==> config.mk <==
export PLATFORM = sky130hd
export DESIGN_NAME = hub75_linebuf_sched_flat
export DESIGN_NICKNAME = d
export VERILOG_FILES = /design/src/rtl/hub75_pkg.sv /design/src/rtl/hub75_linebuf_sched_if.sv /design/src/rtl/hub75_linebuf_rdseq.sv /design/src/rtl/hub75_linebuf_sched.sv /design/src/flat_wrapper.sv
export SDC_FILE = /design/constraint.sdc
export NUM_CORES = 1
export LEC_CHECK = 0
export BUFFER_PORTS_ARGS = -buffer_cell sky130_fd_sc_hd__buf_2
export CAP_MARGIN = 20
export CORE_AREA = 2 2 89 91
export CTS_BUF_LIST = sky130_fd_sc_hd__clkbuf_16
export CTS_CLUSTER_DIAMETER = 60
export DETAILED_ROUTE_END_ITERATION = 10
export DIE_AREA = 0 0 91 93
export PLACE_DENSITY_LB_ADDON = 0.1
export SETUP_SLACK_MARGIN = 0.5
export SLEW_MARGIN = 30
export SYNTH_ARGS = -nofsm -noshare
export SYNTH_HDL_FRONTEND = slang
export SYNTH_SLANG_ARGS = --single-unit
==> constraint.sdc <==
create_clock -name clk -period 2.84 [get_ports clk]
set_input_delay 0.568 -clock clk [delete_from_list [all_inputs] [get_ports clk]]
set_output_delay 0.568 -clock clk [all_outputs]
set_load 0.01 [all_outputs]
==> src/rtl/hub75_pkg.sv <==
// Shared encodings for the line-buffer ping-pong scheduler.
// The bank bit sits directly above the column bits in the buffer address.
package hub75_pkg;

  localparam int LOG_N_COLS_DFLT = 6;
  localparam int BANK_BIT        = LOG_N_COLS_DFLT;

  typedef enum logic [1:0] {
    F_IDLE = 2'd0,
    F_REQ  = 2'd1,
    F_DATA = 2'd2
  } fill_state_t;

  typedef enum logic {
    R_IDLE = 1'b0,
    R_READ = 1'b1
  } rd_state_t;

endpackage

==> src/rtl/hub75_linebuf_sched_if.sv <==
// Fill, drain, output and line-buffer port bundle of the scheduler.
// master = scheduler side, slave = producer/consumer/buffer side.
interface hub75_linebuf_sched_if #(
  parameter int LOG_N_COLS = 6,
  parameter int LOG_N_ROWS = 5,
  parameter int DATA_WIDTH = 48
);
  logic                  fill_req;
  logic [LOG_N_ROWS-1:0] fill_row;
  logic                  fill_ack;
  logic [DATA_WIDTH-1:0] fill_data;
  logic                  fill_valid;
  logic                  drain_rdy;
  logic [LOG_N_ROWS-1:0] drain_row;
  logic                  drain_start;
  logic                  drain_release;
  logic [DATA_WIDTH-1:0] out_data;
  logic                  out_valid;
  logic                  out_last;
  logic [LOG_N_COLS:0]   lb_wr_addr;
  logic [DATA_WIDTH-1:0] lb_wr_data;
  logic                  lb_wr_mask;
  logic                  lb_wr_ena;
  logic [LOG_N_COLS:0]   lb_rd_addr;
  logic                  lb_rd_ena;
  logic [DATA_WIDTH-1:0] lb_rd_data;

  modport master (
    output fill_req, fill_row, drain_rdy, drain_row, out_data, out_valid, out_last,
           lb_wr_addr, lb_wr_data, lb_wr_mask, lb_wr_ena, lb_rd_addr, lb_rd_ena,
    input  fill_ack, fill_data, fill_valid, drain_start, drain_release, lb_rd_data
  );

  modport slave (
    input  fill_req, fill_row, drain_rdy, drain_row, out_data, out_valid, out_last,
           lb_wr_addr, lb_wr_data, lb_wr_mask, lb_wr_ena, lb_rd_addr, lb_rd_ena,
    output fill_ack, fill_data, fill_valid, drain_start, drain_release, lb_rd_data
  );

endinterface

==> src/rtl/hub75_linebuf_rdseq.sv <==
// Read sequencer: one full-line pass per accepted start, out_valid/out_last trail rd_ena by 1 cycle.
// Start is only honoured in R_IDLE; the caller qualifies it with bank availability.
module hub75_linebuf_rdseq
  import hub75_pkg::*;
#(
  parameter int LOG_N_COLS = LOG_N_COLS_DFLT
) (
  input  logic                clk,
  input  logic                rst_n,
  input  logic                i_start,
  input  logic                i_rd_bank,
  output logic                o_busy,
  output logic                o_done,
  output logic                o_rd_ena,
  output logic [LOG_N_COLS:0] o_rd_addr,
  output logic                o_out_valid,
  output logic                o_out_last
);

  localparam logic [LOG_N_COLS-1:0] LAST_COL = '1;

  rd_state_t             r_state;
  logic [LOG_N_COLS-1:0] r_rcol;
  logic                  r_bank;
  logic                  r_out_valid;
  logic                  r_out_last;
  logic                  w_last;

  assign w_last = (r_state == R_READ) && (r_rcol == LAST_COL);

  always_ff @(posedge clk) begin
    if (!rst_n) begin
      r_state     <= R_IDLE;
      r_rcol      <= '0;
      r_bank      <= 1'b0;
      r_out_valid <= 1'b0;
      r_out_last  <= 1'b0;
    end else begin
      r_out_valid <= (r_state == R_READ);
      r_out_last  <= w_last;
      case (r_state)
        R_IDLE: begin
          if (i_start) begin
            r_state <= R_READ;
            r_rcol  <= '0;
            r_bank  <= i_rd_bank;
          end
        end
        R_READ: begin
          // Column wraps back to 0 on the last word, leaving the next pass ready.
          r_rcol <= r_rcol + 1'b1;
          if (w_last) r_state <= R_IDLE;
        end
        default: r_state <= R_IDLE;
      endcase
    end
  end

  assign o_busy      = (r_state == R_READ);
  assign o_done      = w_last;
  assign o_rd_ena    = (r_state == R_READ);
  assign o_rd_addr   = {r_bank, r_rcol};
  assign o_out_valid = r_out_valid;
  assign o_out_last  = r_out_last;

endmodule

==> src/rtl/hub75_linebuf_sched.sv <==
// Ping-pong bank scheduler: fills the free bank from the framebuffer, replays the full bank on demand.
// Fill stalls while both banks are full; start-to-first-word is 2 cycles; release during a pass is deferred.
module hub75_linebuf_sched
  import hub75_pkg::*;
#(
  parameter int LOG_N_COLS = LOG_N_COLS_DFLT,
  parameter int LOG_N_ROWS = 5,
  parameter int DATA_WIDTH = 48
) (
  input  logic                  clk,
  input  logic                  rst_n,
  hub75_linebuf_sched_if.master bus
);

  localparam logic [LOG_N_COLS-1:0] LAST_COL = '1;

  fill_state_t           r_fstate;
  logic [LOG_N_COLS-1:0] r_wcol;
  logic                  r_wr_bank;
  logic                  r_rd_bank;
  logic                  r_fill_req;
  logic                  r_rel_pend;
  logic [LOG_N_ROWS-1:0] r_fill_row;
  logic [LOG_N_ROWS-1:0] r_row_bank [2];
  logic [1:0]            r_full_cnt;

  logic                  w_rd_busy;
  logic                  w_rd_done;
  logic                  w_rd_start;
  logic                  w_drain_rdy;
  logic                  w_wr;
  logic                  w_fill_done;
  logic                  w_rel;
  logic [DATA_WIDTH-1:0] w_rd_data;

  assign w_wr        = (r_fstate == F_DATA) && bus.fill_valid;
  assign w_fill_done = w_wr && (r_wcol == LAST_COL);
  assign w_drain_rdy = (r_full_cnt != 2'd0) && !w_rd_busy;
  assign w_rd_start  = bus.drain_start && w_drain_rdy;
  // A release seen mid-pass (or on its final word) frees the bank as the pass ends.
  assign w_rel = (bus.drain_release && !w_rd_busy && (r_full_cnt != 2'd0))
              || (w_rd_done && (r_rel_pend || bus.drain_release));

  always_ff @(posedge clk) begin
    if (!rst_n) begin
      r_fstate      <= F_IDLE;
      r_wcol        <= '0;
      r_wr_bank     <= 1'b0;
      r_rd_bank     <= 1'b0;
      r_fill_req    <= 1'b0;
      r_rel_pend    <= 1'b0;
      r_fill_row    <= '0;
      r_row_bank[0] <= '0;
      r_row_bank[1] <= '0;
      r_full_cnt    <= 2'd0;
    end else begin
      case (r_fstate)
        F_IDLE: begin
          if (r_full_cnt < 2'd2) begin
            r_fstate   <= F_REQ;
            r_fill_req <= 1'b1;
          end
        end
        F_REQ: begin
          if (bus.fill_ack) begin
            r_fstate   <= F_DATA;
            r_fill_req <= 1'b0;
          end
        end
        F_DATA: begin
          if (bus.fill_valid) begin
            r_wcol <= r_wcol + 1'b1;
            if (r_wcol == LAST_COL) begin
              r_fstate              <= F_IDLE;
              r_wr_bank             <= ~r_wr_bank;
              r_fill_row            <= r_fill_row + 1'b1;
              r_row_bank[r_wr_bank] <= r_fill_row;
            end
          end
        end
        default: r_fstate <= F_IDLE;
      endcase

      if (w_rel) r_rd_bank <= ~r_rd_bank;
      r_rel_pend <= w_rd_busy && !w_rd_done && (r_rel_pend || bus.drain_release);

      case ({w_fill_done, w_rel})
        2'b10:   r_full_cnt <= r_full_cnt + 2'd1;
        2'b01:   r_full_cnt <= r_full_cnt - 2'd1;
        default: r_full_cnt <= r_full_cnt;
      endcase
    end
  end

  hub75_linebuf_rdseq #(
    .LOG_N_COLS (LOG_N_COLS)
  ) u_rdseq (
    .clk         (clk),
    .rst_n       (rst_n),
    .i_start     (w_rd_start),
    .i_rd_bank   (r_rd_bank),
    .o_busy      (w_rd_busy),
    .o_done      (w_rd_done),
    .o_rd_ena    (bus.lb_rd_ena),
    .o_rd_addr   (bus.lb_rd_addr),
    .o_out_valid (bus.out_valid),
    .o_out_last  (bus.out_last)
  );

  assign w_rd_data      = bus.lb_rd_data;
  assign bus.out_data   = w_rd_data;
  assign bus.fill_req   = r_fill_req;
  assign bus.fill_row   = r_fill_row;
  assign bus.drain_rdy  = w_drain_rdy;
  assign bus.drain_row  = r_row_bank[r_rd_bank];
  assign bus.lb_wr_ena  = w_wr;
  assign bus.lb_wr_addr = {r_wr_bank, r_wcol};
  assign bus.lb_wr_data = bus.fill_data;
  assign bus.lb_wr_mask = 1'b1;

endmodule

==> src/flat_wrapper.sv <==
// flat-port wrapper written by rule: the top's interface ports become plain ports
module hub75_linebuf_sched_flat import hub75_pkg::*;
#(
  parameter int LOG_N_COLS = LOG_N_COLS_DFLT,
  parameter int LOG_N_ROWS = 5,
  parameter int DATA_WIDTH = 48
)
  (clk, rst_n, bus_fill_req, bus_fill_row, bus_drain_rdy, bus_drain_row, bus_out_data, bus_out_valid, bus_out_last, bus_lb_wr_addr, bus_lb_wr_data, bus_lb_wr_mask, bus_lb_wr_ena, bus_lb_rd_addr, bus_lb_rd_ena, bus_fill_ack, bus_fill_data, bus_fill_valid, bus_drain_start, bus_drain_release, bus_lb_rd_data);
  hub75_linebuf_sched_if #(.LOG_N_COLS(LOG_N_COLS), .LOG_N_ROWS(LOG_N_ROWS), .DATA_WIDTH(DATA_WIDTH)) bus_i ();
  input  logic clk;
  input  logic rst_n;
  output wire logic [$bits(bus_i.fill_req)-1:0] bus_fill_req;
  output wire logic [$bits(bus_i.fill_row)-1:0] bus_fill_row;
  output wire logic [$bits(bus_i.drain_rdy)-1:0] bus_drain_rdy;
  output wire logic [$bits(bus_i.drain_row)-1:0] bus_drain_row;
  output wire logic [$bits(bus_i.out_data)-1:0] bus_out_data;
  output wire logic [$bits(bus_i.out_valid)-1:0] bus_out_valid;
  output wire logic [$bits(bus_i.out_last)-1:0] bus_out_last;
  output wire logic [$bits(bus_i.lb_wr_addr)-1:0] bus_lb_wr_addr;
  output wire logic [$bits(bus_i.lb_wr_data)-1:0] bus_lb_wr_data;
  output wire logic [$bits(bus_i.lb_wr_mask)-1:0] bus_lb_wr_mask;
  output wire logic [$bits(bus_i.lb_wr_ena)-1:0] bus_lb_wr_ena;
  output wire logic [$bits(bus_i.lb_rd_addr)-1:0] bus_lb_rd_addr;
  output wire logic [$bits(bus_i.lb_rd_ena)-1:0] bus_lb_rd_ena;
  input wire logic [$bits(bus_i.fill_ack)-1:0] bus_fill_ack;
  input wire logic [$bits(bus_i.fill_data)-1:0] bus_fill_data;
  input wire logic [$bits(bus_i.fill_valid)-1:0] bus_fill_valid;
  input wire logic [$bits(bus_i.drain_start)-1:0] bus_drain_start;
  input wire logic [$bits(bus_i.drain_release)-1:0] bus_drain_release;
  input wire logic [$bits(bus_i.lb_rd_data)-1:0] bus_lb_rd_data;
  assign bus_fill_req = bus_i.fill_req;
  assign bus_fill_row = bus_i.fill_row;
  assign bus_drain_rdy = bus_i.drain_rdy;
  assign bus_drain_row = bus_i.drain_row;
  assign bus_out_data = bus_i.out_data;
  assign bus_out_valid = bus_i.out_valid;
  assign bus_out_last = bus_i.out_last;
  assign bus_lb_wr_addr = bus_i.lb_wr_addr;
  assign bus_lb_wr_data = bus_i.lb_wr_data;
  assign bus_lb_wr_mask = bus_i.lb_wr_mask;
  assign bus_lb_wr_ena = bus_i.lb_wr_ena;
  assign bus_lb_rd_addr = bus_i.lb_rd_addr;
  assign bus_lb_rd_ena = bus_i.lb_rd_ena;
  assign bus_i.fill_ack = bus_fill_ack;
  assign bus_i.fill_data = bus_fill_data;
  assign bus_i.fill_valid = bus_fill_valid;
  assign bus_i.drain_start = bus_drain_start;
  assign bus_i.drain_release = bus_drain_release;
  assign bus_i.lb_rd_data = bus_lb_rd_data;
  hub75_linebuf_sched #(.LOG_N_COLS(LOG_N_COLS), .LOG_N_ROWS(LOG_N_ROWS), .DATA_WIDTH(DATA_WIDTH)) u_core (.clk(clk), .rst_n(rst_n), .bus(bus_i));
endmodule
==> flow_summary.json <==
{
  "setup_viol": 0,
  "slowest_delay_ns": 0.40,
  "grt_pass1_wl_um": 8590,
  "ys.flop_type": "dfxtp_1",
  "rsz0062_at_grt": "no",
  "slew_violations": 0,
  "cts_buffer_depth": 2,
  "start_util": 0.3452,
  "crit_arrival_ns": 2.34,
  "routed_wl_um": 5902,
  "worst_slack_ns": 0.7008,
  "overflow": 0,
  "tns_ns": 0,
  "cts.reportedPaths.clkPinSlew_ns": 0.06,
  "ctsResizeCount": 0,
  "cp_max_fo": 7,
  "synth_common_cells": "buf_4, dfxtp_1, a21oi_1",
  "cts_tree": "done",
  "yosysUniqueCellTypes": 50,
  "powerDensity_nw_per_um2": 558.0,
  "syn_nets": 385,
  "synthCells": 279,
  "num_antenna_cells": 0,
  "die_w_um": 91,
  "pre_cts_slack_ns": 0.6257,
  "area_delta_synth_final_pct": -11.46,
  "die_y_um": 93,
  "yosysTopAreaCell": "buf_4",
  "synth_seq_area_share": 0.3467,
  "crit_chain": "ha_1, nand4_1, nor2_1, inv_1, ha_1, or3_1, a21oi_1",
  "io_buffers": 35,
  "numCtsBuffers": 5,
  "crit_family": "simple AND/OR/NAND/NOR gates",
  "yosysMostFrequentCell": "buf_4",
  "synth.top_cell.area_share": 0.2889,
  "p_total_uw": 1284,
  "h-tree-depth": 2,
  "gp_congestion": 0.6610,
  "synth_edf_count": 10,
  "async_flop_share": 0,
  "fin_crit_ns": 2.139,
  "crit_slowest_cell": "nor2_1",
  "timing.final.crit_share": 0.7533,
  "drv_cap": 0,
  "drtAntennaViolNets": 0,
  "top_level_ports": 229,
  "vias_per_cell": 4.953,
  "crit_buf_inv": 1,
  "post_cts_buffers": 0,
  "antenna_found_initial": 0,
  "ys_seq_elements": 40,
  "fmax_mhz": 467.5,
  "grt_use_total": 0.1323,
  "drt_pass1_iterations": 4,
  "drt_iter0_drc": 61,
  "avgSynthCellArea_um2": 9.314,
  "fin_worst_skew_ns": 0.006687,
  "grt_pass1_vias": 1435,
  "nFillCells": 831,
  "p_leak_uw": 0.0009497,
  "vias": 1585,
  "hpwl_um": 4520,
  "critPathLaunchType": "flip-flop",
  "hold_buffers": 0,
  "whs_ns": 0.5070,
  "drive_gt1_frac": 0.2569,
  "cts_root_buf": "clkbuf_16",
  "required_ns": 3.04,
  "status": "finished, final reports clean",
  "endpoint_kind": "flip-flop",
  "grt_max_degree": 18,
  "clock_sinks": 40,
  "dieArea_um2": 8463,
  "min_path_type": "flip-flop to flip-flop",
  "synth.area.top_cells": "buf_4, dfxtp_1, edfxtp_1",
  "wl_per_cell_um": 18.44,
  "rows": 32,
  "crit_top_cell": "ha_1",
  "ir_drop_uv": 220.0,
  "syn_area_um2": 2599,
  "synth_warnings": 0,
  "finalHoldViolations": 0,
  "clk_latency_ns": 0.28,
  "fin_area_um2": 2301,
  "place_area_um2": 2136,
  "drc": 0,
  "coreArea_um2": 7527,
  "nNetsFinal": 323,
  "path_class": "flip-flop to flip-flop"
}
==> cells in the final DEF, fill, tap and decap left out, types with 6 or more instances in the layout <==
master	count
and2_1	8
o21ai_0	9
dfxtp_1	29
inv_1	11
a21oi_1	14
nand3_1	6
edfxtp_1	10
and4_1	6
buf_2	35
nor2_1	6
nand2_1	8
==> state kept, by name (all words and copies together) (netlist names), named ones only <==
name,flops
u_core.bus.fill_req,1
u_core.bus.fill_row,5
u_core.r_fstate,2
u_core.r_full_cnt,2
u_core.r_rd_bank,1
u_core.r_rel_pend,1
u_core.r_row_bank,10
u_core.r_wcol,6
u_core.r_wr_bank,1
u_core.u_rdseq.o_busy,1
u_core.u_rdseq.o_out_last,1
u_core.u_rdseq.o_out_valid,1
u_core.u_rdseq.r_bank,1
u_core.u_rdseq.r_rcol,6
==> metrics by stage <==
stage | instances | utilization
finish | 320 | 0.3057
global route | 320 | 0.3057
CTS | 320 | 0.3055
global placement | 312 | 0.2837
detailed placement | 312 | 0.2837
floorplan | 279 | -
==> logic make-up after synthesis <==
logic type,count (synthesis),share of synthesized area
buffers and inverters,117,0.3178
AND/OR/NAND/NOR,58,0.1478
AO/OA/AOI/OAI,47,0.1204
flip-flops,40,0.3467
multiplexers,8,0.03322
adder cells (fa/ha/maj),4,0.01926
XOR/XNOR,4,0.01348
other,1,0.001443
==> routing by layer <==
metal  wire length [um]  vias up  global-route usage  part of all wire
li1                   -      745                   -                 -
met1               2278      718              0.1437              0.39
met2               2806      103              0.2204              0.48
met3                597       19             0.05399              0.10
met4                220        0             0.07197             0.037
met5                  0        -                   0                 0
==> worst paths after layout <==
path | from | endpoint | slack (ns) | cells past startpoint
max | u_core.r_wcol[0] | u_core.r_full_cnt[1] | 0.70 | 7
min | u_core.u_rdseq.r_rcol[0] | u_core.u_rdseq.r_rcol[0] | 0.51 | 2
max reg2reg | u_core.r_wcol[0] | u_core.r_full_cnt[1] | 0.70 | 7
min reg2reg | u_core.u_rdseq.r_rcol[0] | u_core.u_rdseq.r_rcol[0] | 0.51 | 2
==> final cells by class <==
cell class                      count  area (um^2)  area share
Clock inverter                      3        38.79     0.01686
Tap cell                          102        127.6     0.05546
Timing Repair Buffer               38        197.7     0.08592
Sequential cell                    40        902.1      0.3921
Clock buffer                        5        125.1     0.05438
Inverter                           10        37.54     0.01631
Multi-Input combinational cell    122        872.1      0.3790
==> power breakdown <==
part	total (uW)	internal [uW]	switching [uW]
clock	635	410	225
combinational	46.1	18.3	27.8
sequential	602	594	8.14
total	1280	1020	261
==> tightest hold or removal path, stage by stage, from the launching register on <==
cell and delay [ns]:
dfxtp_1 0.33, nand2_1 0.06, o21ai_0 0.06
No activity file was read; power rests on OpenSTA's default activity.
